File: src/rtl/lsu_ram_master_if.sv
// rtl/lsu_ram_master_if.sv - request/response/RAM signal bundle for lsu_ram_master
//
// Purpose: groups the pipeline request handshake, the response handshake and
// the word-organised data RAM port into one bundle.
// Modports:
//   master - the load/store unit (drives req_ready, resp_*, ram_* except ram_rdata)
//   slave  - the surrounding pipeline + RAM (drives req_*, resp_ready, ram_rdata)
// Signals:
//   req_valid/req_ready         request handshake
//   req_we/size/unsigned/addr/wdata/rd   request payload
//   resp_valid/resp_ready       response handshake
//   resp_data/resp_rd/resp_ale  response payload
//   ram_en/we/addr/sel/wdata    RAM command, ram_rdata RAM read data

interface lsu_ram_master_if;
    logic        req_valid;
    logic        req_ready;
    logic        req_we;
    logic [1:0]  req_size;
    logic        req_unsigned;
    logic [31:0] req_addr;
    logic [31:0] req_wdata;
    logic [4:0]  req_rd;

    logic        resp_valid;
    logic        resp_ready;
    logic [31:0] resp_data;
    logic [4:0]  resp_rd;
    logic        resp_ale;

    logic        ram_en;
    logic        ram_we;
    logic [31:0] ram_addr;
    logic [3:0]  ram_sel;
    logic [31:0] ram_wdata;
    logic [31:0] ram_rdata;

    modport master (
        input  req_valid, req_we, req_size, req_unsigned, req_addr, req_wdata, req_rd,
        input  resp_ready, ram_rdata,
        output req_ready, resp_valid, resp_data, resp_rd, resp_ale,
        output ram_en, ram_we, ram_addr, ram_sel, ram_wdata
    );

    modport slave (
        output req_valid, req_we, req_size, req_unsigned, req_addr, req_wdata, req_rd,
        output resp_ready, ram_rdata,
        input  req_ready, resp_valid, resp_data, resp_rd, resp_ale,
        input  ram_en, ram_we, ram_addr, ram_sel, ram_wdata
    );
endinterface

File: src/rtl/lsu_ram_master.sv
// rtl/lsu_ram_master.sv - single-outstanding load/store initiator for the data RAM
//
// Purpose: accepts one load/store at a time, performs a one-cycle RAM access
// with byte-lane select and lane-replicated store data, extracts and extends
// load data, and returns it through a valid/ready response.
// Optional feature macro: LSU_ALE_CHECK_EN (misaligned half/word -> resp_ale,
// no RAM access). Without it, misaligned offsets are truncated and never fault.
// Ports:
//   clk   - clock, all state changes on posedge
//   rst   - synchronous active-high reset
//   flush - cancels a pending response / blocks acceptance
//   bus   - lsu_ram_master_if.master (request, response and RAM port)

module lsu_ram_master (
    input  logic               clk,
    input  logic               rst,
    input  logic               flush,
    lsu_ram_master_if.master   bus
);

    typedef enum logic [1:0] {
        ST_IDLE   = 2'd0,
        ST_ACCESS = 2'd1,
        ST_RESP   = 2'd2
    } state_t;

    state_t      r_state;
    state_t      w_next;

    logic        r_we;
    logic [1:0]  r_size;
    logic        r_unsigned;
    logic [31:0] r_addr;
    logic [31:0] r_wdata;
    logic [4:0]  r_rd;
    logic [31:0] r_resp_data;

    logic        w_accept;
    logic        w_req_ale;
    logic [1:0]  w_off;
    logic [3:0]  w_sel;
    logic [31:0] w_store_data;
    logic [31:0] w_shifted;
    logic [31:0] w_load_data;

`ifdef LSU_ALE_CHECK_EN
    logic        r_ale;

    // Half needs addr[0]==0; word (size 10 or 11) needs addr[1:0]==0.
    always_comb begin
        w_req_ale = 1'b0;
        if (bus.req_size == 2'b01) begin
            w_req_ale = bus.req_addr[0];
        end else if (bus.req_size[1]) begin
            w_req_ale = (bus.req_addr[1:0] != 2'b00);
        end
    end
`else
    assign w_req_ale = 1'b0;
`endif

    assign w_accept = (r_state == ST_IDLE) && bus.req_valid && !flush;

    // State register
    always_ff @(posedge clk) begin
        if (rst) begin
            r_state <= ST_IDLE;
        end else begin
            r_state <= w_next;
        end
    end

    // Next-state logic; flush wins over the response handshake.
    always_comb begin
        w_next = r_state;
        case (r_state)
            ST_IDLE: begin
                if (bus.req_valid && !flush) begin
                    w_next = w_req_ale ? ST_RESP : ST_ACCESS;
                end
            end
            ST_ACCESS: begin
                w_next = flush ? ST_IDLE : ST_RESP;
            end
            ST_RESP: begin
                if (flush || bus.resp_ready) begin
                    w_next = ST_IDLE;
                end
            end
            default: w_next = ST_IDLE;
        endcase
    end

    // Effective byte offset inside the word. Half ignores addr[0] and word
    // ignores addr[1:0], so with alignment checking off a misaligned request
    // is silently truncated; with checking on it never reaches ACCESS.
    always_comb begin
        w_off = 2'b00;
        case (r_size)
            2'b00:   w_off = r_addr[1:0];
            2'b01:   w_off = {r_addr[1], 1'b0};
            default: w_off = 2'b00;
        endcase
    end

    always_comb begin
        w_sel        = 4'b1111;
        w_store_data = r_wdata;
        case (r_size)
            2'b00: begin
                w_sel        = 4'b0001 << w_off;
                w_store_data = {4{r_wdata[7:0]}};
            end
            2'b01: begin
                w_sel        = 4'b0011 << w_off;
                w_store_data = {2{r_wdata[15:0]}};
            end
            default: begin
                w_sel        = 4'b1111;
                w_store_data = r_wdata;
            end
        endcase
    end

    assign w_shifted = bus.ram_rdata >> {w_off, 3'b000};

    always_comb begin
        w_load_data = w_shifted;
        case (r_size)
            2'b00:   w_load_data = r_unsigned ? {24'h0, w_shifted[7:0]}
                                              : {{24{w_shifted[7]}}, w_shifted[7:0]};
            2'b01:   w_load_data = r_unsigned ? {16'h0, w_shifted[15:0]}
                                              : {{16{w_shifted[15]}}, w_shifted[15:0]};
            default: w_load_data = w_shifted;
        endcase
    end

    // Request capture and load-data capture at the closing edge of ACCESS.
    always_ff @(posedge clk) begin
        if (rst) begin
            r_we        <= 1'b0;
            r_size      <= 2'b00;
            r_unsigned  <= 1'b0;
            r_addr      <= 32'h0;
            r_wdata     <= 32'h0;
            r_rd        <= 5'h0;
            r_resp_data <= 32'h0;
`ifdef LSU_ALE_CHECK_EN
            r_ale       <= 1'b0;
`endif
        end else begin
            if (w_accept) begin
                r_we        <= bus.req_we;
                r_size      <= bus.req_size;
                r_unsigned  <= bus.req_unsigned;
                r_addr      <= bus.req_addr;
                r_wdata     <= bus.req_wdata;
                r_rd        <= bus.req_rd;
                r_resp_data <= 32'h0;
`ifdef LSU_ALE_CHECK_EN
                r_ale       <= w_req_ale;
`endif
            end
            if (r_state == ST_ACCESS) begin
                r_resp_data <= r_we ? 32'h0 : w_load_data;
            end
        end
    end

    // Outputs depend only on registered state, never directly on req_*.
    always_comb begin
        bus.req_ready  = (r_state == ST_IDLE) && !rst;
        bus.resp_valid = 1'b0;
        bus.resp_data  = 32'h0;
        bus.resp_rd    = 5'h0;
        bus.resp_ale   = 1'b0;
        bus.ram_en     = 1'b0;
        bus.ram_we     = 1'b0;
        bus.ram_addr   = 32'h0;
        bus.ram_sel    = 4'b0000;
        bus.ram_wdata  = 32'h0;
        case (r_state)
            ST_ACCESS: begin
                bus.ram_en    = 1'b1;
                bus.ram_we    = r_we;
                bus.ram_addr  = {r_addr[31:2], 2'b00};
                bus.ram_sel   = w_sel;
                bus.ram_wdata = w_store_data;
            end
            ST_RESP: begin
                bus.resp_valid = 1'b1;
                bus.resp_data  = r_resp_data;
                bus.resp_rd    = r_rd;
`ifdef LSU_ALE_CHECK_EN
                bus.resp_ale   = r_ale;
`endif
            end
            default: ;
        endcase
    end

endmodule

File: src/flat_wrapper.sv
// flat-port wrapper written by rule: the top's interface ports become plain ports
module lsu_ram_master_flat 
  (clk, rst, flush, bus_req_valid, bus_req_we, bus_req_size, bus_req_unsigned, bus_req_addr, bus_req_wdata, bus_req_rd, bus_resp_ready, bus_ram_rdata, bus_req_ready, bus_resp_valid, bus_resp_data, bus_resp_rd, bus_resp_ale, bus_ram_en, bus_ram_we, bus_ram_addr, bus_ram_sel, bus_ram_wdata);
  lsu_ram_master_if bus_i ();
  input  logic clk;
  input  logic rst;
  input  logic flush;
  input wire logic [$bits(bus_i.req_valid)-1:0] bus_req_valid;
  input wire logic [$bits(bus_i.req_we)-1:0] bus_req_we;
  input wire logic [$bits(bus_i.req_size)-1:0] bus_req_size;
  input wire logic [$bits(bus_i.req_unsigned)-1:0] bus_req_unsigned;
  input wire logic [$bits(bus_i.req_addr)-1:0] bus_req_addr;
  input wire logic [$bits(bus_i.req_wdata)-1:0] bus_req_wdata;
  input wire logic [$bits(bus_i.req_rd)-1:0] bus_req_rd;
  input wire logic [$bits(bus_i.resp_ready)-1:0] bus_resp_ready;
  input wire logic [$bits(bus_i.ram_rdata)-1:0] bus_ram_rdata;
  output wire logic [$bits(bus_i.req_ready)-1:0] bus_req_ready;
  output wire logic [$bits(bus_i.resp_valid)-1:0] bus_resp_valid;
  output wire logic [$bits(bus_i.resp_data)-1:0] bus_resp_data;
  output wire logic [$bits(bus_i.resp_rd)-1:0] bus_resp_rd;
  output wire logic [$bits(bus_i.resp_ale)-1:0] bus_resp_ale;
  output wire logic [$bits(bus_i.ram_en)-1:0] bus_ram_en;
  output wire logic [$bits(bus_i.ram_we)-1:0] bus_ram_we;
  output wire logic [$bits(bus_i.ram_addr)-1:0] bus_ram_addr;
  output wire logic [$bits(bus_i.ram_sel)-1:0] bus_ram_sel;
  output wire logic [$bits(bus_i.ram_wdata)-1:0] bus_ram_wdata;
  assign bus_i.req_valid = bus_req_valid;
  assign bus_i.req_we = bus_req_we;
  assign bus_i.req_size = bus_req_size;
  assign bus_i.req_unsigned = bus_req_unsigned;
  assign bus_i.req_addr = bus_req_addr;
  assign bus_i.req_wdata = bus_req_wdata;
  assign bus_i.req_rd = bus_req_rd;
  assign bus_i.resp_ready = bus_resp_ready;
  assign bus_i.ram_rdata = bus_ram_rdata;
  assign bus_req_ready = bus_i.req_ready;
  assign bus_resp_valid = bus_i.resp_valid;
  assign bus_resp_data = bus_i.resp_data;
  assign bus_resp_rd = bus_i.resp_rd;
  assign bus_resp_ale = bus_i.resp_ale;
  assign bus_ram_en = bus_i.ram_en;
  assign bus_ram_we = bus_i.ram_we;
  assign bus_ram_addr = bus_i.ram_addr;
  assign bus_ram_sel = bus_i.ram_sel;
  assign bus_ram_wdata = bus_i.ram_wdata;
  lsu_ram_master u_core (.clk(clk), .rst(rst), .flush(flush), .bus(bus_i));
endmodule
File: config.mk
export PLATFORM = sky130hd
export DESIGN_NAME = lsu_ram_master_flat
export DESIGN_NICKNAME = d
export VERILOG_FILES = /design/src/rtl/lsu_ram_master_if.sv /design/src/rtl/lsu_ram_master.sv /design/src/flat_wrapper.sv
export SDC_FILE = /design/constraint.sdc
export NUM_CORES = 1
export LEC_CHECK = 0
export BUFFER_PORTS_ARGS = -buffer_cell sky130_fd_sc_hd__clkbuf_2
export CAP_MARGIN = 20
export CORE_ASPECT_RATIO = 0.5
export CORE_MARGIN = 2
export CORE_UTILIZATION = 52
export CTS_CLUSTER_DIAMETER = 30
export DETAILED_ROUTE_END_ITERATION = 12
export GPL_TIMING_DRIVEN = 1
export PLACE_DENSITY_LB_ADDON = 0.25
export SYNTH_ARGS = -nofsm -noshare
export SYNTH_HDL_FRONTEND = slang
export SYNTH_SLANG_ARGS = --single-unit
File: constraint.sdc
create_clock -name clk -period 4 [get_ports clk]
set_input_delay 0.6 -clock clk [delete_from_list [all_inputs] [get_ports clk]]
set_output_delay 0.6 -clock clk [all_outputs]
set_load 0.02 [all_outputs]
# Yosys cells after proc, flatten, opt, wreduce, memory -nomap -nowiden
# Index checks and enable logic that the tools add are counted.
[word_totals] register_bits=107 output_inout_bits=110 wordCells=48 in_bits=110
[op_classes] muxes=21 n_reduce_logical=11 n_shift=3 n_eq_ne=5
[ops] op="$mux 32" count=8
[ops] op="$pmux 32 s2" count=2
[ops] op="$shr 32x5->32" count=1
[ops] op="$pmux 4 s2" count=1
[ops] op="$mux 2" count=3
[ops] op="$pmux 2 s3" count=1
[ops] op="$mux 5" count=1
[ops] op="$eq 2x1->1 const B" count=2
[ops] op="$logic_and 1x1->1" count=4
[ops] op="$logic_not 2->1" count=2
[ops] op="$mux 4" count=1
[ops] op="$pmux 2 s2" count=1
[ops] op="$shl 1x2->4 const A" count=1
[ops] op="$shl 2x2->4 const A" count=1
[ops] op="$mux 1" count=3
[ops] op="$eq 2x2->1 const B" count=1
[ops] op="$logic_not 1->1" count=2
[ops] op="$ne 2x1->1 const B" count=1
[ops] op="$ne 2x2->1 const B" count=1
[ops] op="$reduce_and 2->1" count=1
[ops] op="$reduce_bool 2->1" count=1
[ops] op="$logic_or 1x1->1" count=1

# Depth between registers and ports, before layout
[depth] ltp_word=7 ltp_mapped=8 depth_no_buf=5

# Worst setup path after synthesis
# OpenSTA, ideal clock, no wires.
[synth_path] path_kind="reg-to-output" startpoint="reg u_core.r_size[0]" endpoint="out bus_ram_wdata[30]" path_stages_with_launch=7 required_ns=3.400 n_path_buf=2 path_slack_ns=1.784 arrival_time_ns=1.616 cell_sequence="dfxtp_1 buf_1 clkbuf_1 mux2i_1 nor2_1 a21oi_1 nor2_1"
[synth_between] elab_chain_cells=3 word_cells_on_any_way=4 cone_classes="eq/ne (1); mux (2); reduce/logical (1)"
[synth_rtl] element="start, declared" line_no="lsu_ram_master.sv:31" rtl="logic [1:0] r_size;"
[synth_rtl] element="start signal, assigned" line_no="lsu_ram_master.sv:154" rtl="r_size <= bus.req_size;"
[synth_rtl] element="$eq 2x1->1 / $logic_not 2->1 (equally long branches)" line_no="lsu_ram_master.sv:109" rtl="case (r_size)"
[synth_rtl] element="$pmux 32 s2 *" line_no="lsu_ram_master.sv:109"
[synth_rtl] element="$mux 32 *" line_no="lsu_ram_master.sv:182" rtl="case (r_state)"
[synth_rtl] element="end, declared" line_no="flat_wrapper.sv:26" rtl="output wire logic [$bits(bus_i.ram_wdata)-1:0] bus_ram_wdata;"
# Every way passes the cells marked *; elsewhere a longest branch is shown, timed or not.

# Worst setup path in the final report
[layout_path] startpoint="reg u_core.r_size[0]" endpoint="out bus_ram_sel[0]"
[layout_between] elab_chain_cells=5 word_cells_on_any_way=7 cone_classes="eq/ne (1); shift (2); mux (3); reduce/logical (1)"
[layout_rtl] element="$eq 2x1->1 / $logic_not 2->1 (equally long branches)" line_no="lsu_ram_master.sv:99, lsu_ram_master.sv:109"
[layout_rtl] element="$pmux 2 s2" line_no="lsu_ram_master.sv:99" rtl="case (r_size)"
[layout_rtl] element="$shl 2x2->4 / $shl 1x2->4 (equally long branches)" line_no="lsu_ram_master.sv:115, lsu_ram_master.sv:111"
[layout_rtl] element="$pmux 4 s2 *" line_no="lsu_ram_master.sv:109"
[layout_rtl] element="$mux 4 *" line_no="lsu_ram_master.sv:182"
[layout_rtl] element="end, declared" line_no="flat_wrapper.sv:25" rtl="output wire logic [$bits(bus_i.ram_sel)-1:0] bus_ram_sel;"
# Marks and branches as above.

==> results.py <==
metrics = {
    "status": {
        "status": "finished clean",
    },
    "sta": {
        "finalMaxSlewViolations": 0,
        "setup_slack_ns": 1.093,
        "worst_pin_slew_ns": 1.075,
        "rsz0062_at_grt": "false",
        "max_freq_mhz": 344.0,
        "setup_viol_count_final": 0,
        "timing.hold.ws_ns": 0.4403,
        "setup_tns_ns": 0,
        "finClkSkew_ns": 0.003961,
        "finalCriticalPeriod_ns": 2.907,
        "hold_viol_final": 0,
        "finalCritPeriodShare_pct": 72.67,
        "slew_headroom_pct": 28.04,
    },
    "job": {
        "max_cap_violations": 0,
    },
    "clocking": {
        "cts_setup_buffers": 0,
        "cts_tree": "built",
        "cts.clk_slew.worst_paths_ns": 0.07,
        "clockBufferDepth": 2,
        "cts_hold_buf": 0,
        "htree_levels": 3,
        "root_buffer": "clkbuf_16",
        "clock_latency_ns": 0.34,
        "cts.sink_count": 107,
        "cts_buffers": 9,
        "cts_resized": 0,
    },
    "floorplanning": {
        "core_area_sq_mm": 0.009509,
        "num_rows": 25,
        "die_area_sq_mm": 0.01068,
        "ios": 220,
        "start_util_pct": 53.71,
        "die_h_microns": 74.08,
        "die_w_microns": 144.2,
    },
    "place": {
        "dp_cells": 953,
        "pre_cts_slack_ns": 1.121,
        "port_buffers": 216,
        "gp_congestion": 0.8347,
        "dpl.hpwl_mm": 10.13,
    },
    "worst_setup_path": {
        "cp_top_family": "flip-flops",
        "cp.arrival_ns": 2.31,
        "crit_buf_inv": 1,
        "cp_slowest_cell": "dfxtp_1",
        "slowest_delay_ns": 0.98,
        "crit_chain": "nor2_2 -> and2_4 -> nor3_1 -> clkbuf_2",
        "worstPathMaxFanout": 22,
        "required_ns": 3.40,
        "startpoint_type": "flip-flop",
        "crit_type": "flip-flop to primary output",
        "end_kind": "primary output",
    },
    "power": {
        "cellLeakagePower_nw": 2.915,
        "peakVddDrop_uv": 247.4,
        "power_density_mw_per_mm2": 358.8,
    },
    "logic_synthesis": {
        "yosysUniqueCellTypes": 33,
        "yosysTopAreaCell": "dfxtp_1",
        "yosys_register_bits": 107,
        "yosysWarnings": 0,
        "synth_area_sq_mm": 0.005107,
        "ys.flop_type": "dfxtp_1",
        "ys_top_cells_by_area": "dfxtp_1, nand2_1, and2_1",
        "yosysSeqAreaShare_pct": 41.94,
        "yosys.area.top_type_share_pct": 41.94,
        "avgSynthCellArea_sq_um": 7.858,
        "synthCells": 650,
        "async_reset_ff_share_pct": 0,
        "synth_edf_count": 0,
    },
    "routing": {
        "wl_per_cell_microns": 14.83,
        "dr_wl_met2_mm": 6.799,
        "ant_nets": 0,
        "totalWireLength_mm": 14.39,
        "top_layer_used": "met4",
        "post-route-drc-count": 0,
        "wirelength_met1_mm": 6.080,
        "first_pass_iters": 5,
        "drt-initial-drc-count": 335,
        "wl_met3_mm": 1.338,
        "num_vias": 5094,
        "vias_per_cell": 5.252,
    },
    "global_route": {
        "grt_pass1_wl_mm": 22.10,
        "grt_max_degree": 74,
        "track_usage_pct": 26.26,
        "grt.overflow.total": 0,
        "grt_pass1_vias": 4658,
        "antenna_found_initial": 0,
    },
    "layout": {
        "final_common_cell": "clkbuf_2",
        "diodes": 0,
        "nets": 940,
        "area_delta_synth_final_pct": 27.32,
        "layout-drive-gt1-share_pct": 30.66,
        "n_fill_cell": 858,
        "most-common-layout-cells": "clkbuf_2, nand2_1, dfxtp_1",
        "layoutNonFillerInstCount": 970,
    },
    "hold_path": {
        "worstHoldPathType": "primary input to flip-flop",
    },
}
## registers in the layout, summed over array words and instances (netlist names)
| register | count |
|---|---|
| u_core.r_rd | 5 |
| u_core.r_addr | 32 |
| u_core.r_unsigned | 1 |
| u_core.r_wdata | 32 |
| u_core.r_size | 2 |
| u_core.r_we | 1 |
| u_core.r_state | 2 |
| u_core.r_resp_data | 32 |
## cells in the mapped netlist (all sizes together), types with 2 or more instances
master,number
a211o,8
a21o,2
a21oi,91
a22o,14
a22oi,8
and2,77
buf,10
clkbuf,46
dfxtp,107
inv,4
mux2i,16
mux4,7
nand2,162
nand2b,2
nor2,38
nor2b,21
nor3,6
nor4,2
o21ai,2
o2bb2ai,16
or3,4
## worst paths after layout
check / from / end / slack (ns) / cells after the start
max reg2reg: u_core.r_size[0] / u_core.r_resp_data[29] / 1.10 / 5
min reg2reg: u_core.r_rd[3] / u_core.r_rd[3] / 0.45 / 2
min: flush / u_core.r_state[1] / 0.44 / 2
max: u_core.r_size[0] / bus_ram_sel[0] / 1.09 / 4
## worst register-to-register path, delay by kind of cell, from the launching register on
kind             cells  cell delay, ns
AO/OA/AOI/OAI        3            1.25
flip-flops           1            0.98
AND/OR/NAND/NOR      2            0.56
## final cells by class
type                            count  area, sq um  share of cell area [%]
Inverter                            4        15.01                  0.2309
Timing Repair Buffer              223         1141                   17.55
Clock buffer                       12        256.5                   3.945
Tap cell                          135        168.9                   2.598
Multi-Input combinational cell    485         2729                   41.97
Clock inverter                      4        48.80                  0.7504
Sequential cell                   107         2143                   32.96
## where the power goes
group / switching, W / total, W / internal, W
logic: 0.000154 / 0.000271 / 0.000117
clock network: 0.000391 / 0.000910 / 0.000519
registers: 0.0000401 / 0.00115 / 0.00111
## logic make-up after synthesis
| group | count (synthesis) | synth area share [%] |
|---|---|---|
| simple gates | 313 | 28.79 |
| other cells | 1 | 0.07342 |
| buf+inv | 60 | 4.997 |
| compound gates | 145 | 17.76 |
| mux | 24 | 6.443 |
| flops | 107 | 41.94 |
## per-layer routing
layer  GRT usage, %  vias to the layer above
met2          46.24                      210
met5              0                        -
met1          32.09                     2351
met3          8.113                       17
li1               -                     2516
met4          6.688                        0
## stage by stage
stage / power (W) / area [sq um] / utilization, %
2_1_floorplan: 0.001336 / 5115 / -
3_3_place_gp: 0.001434 / 6175 / 64.93
3_5_place_dp: 0.001444 / 6190 / 65.09
4_1_cts: 0.002342 / 6495 / 68.30
5_1_grt: 0.002416 / 6502 / 68.38
6_report: 0.002333 / 6502 / 68.38
(Power assumes the default switching activity.)
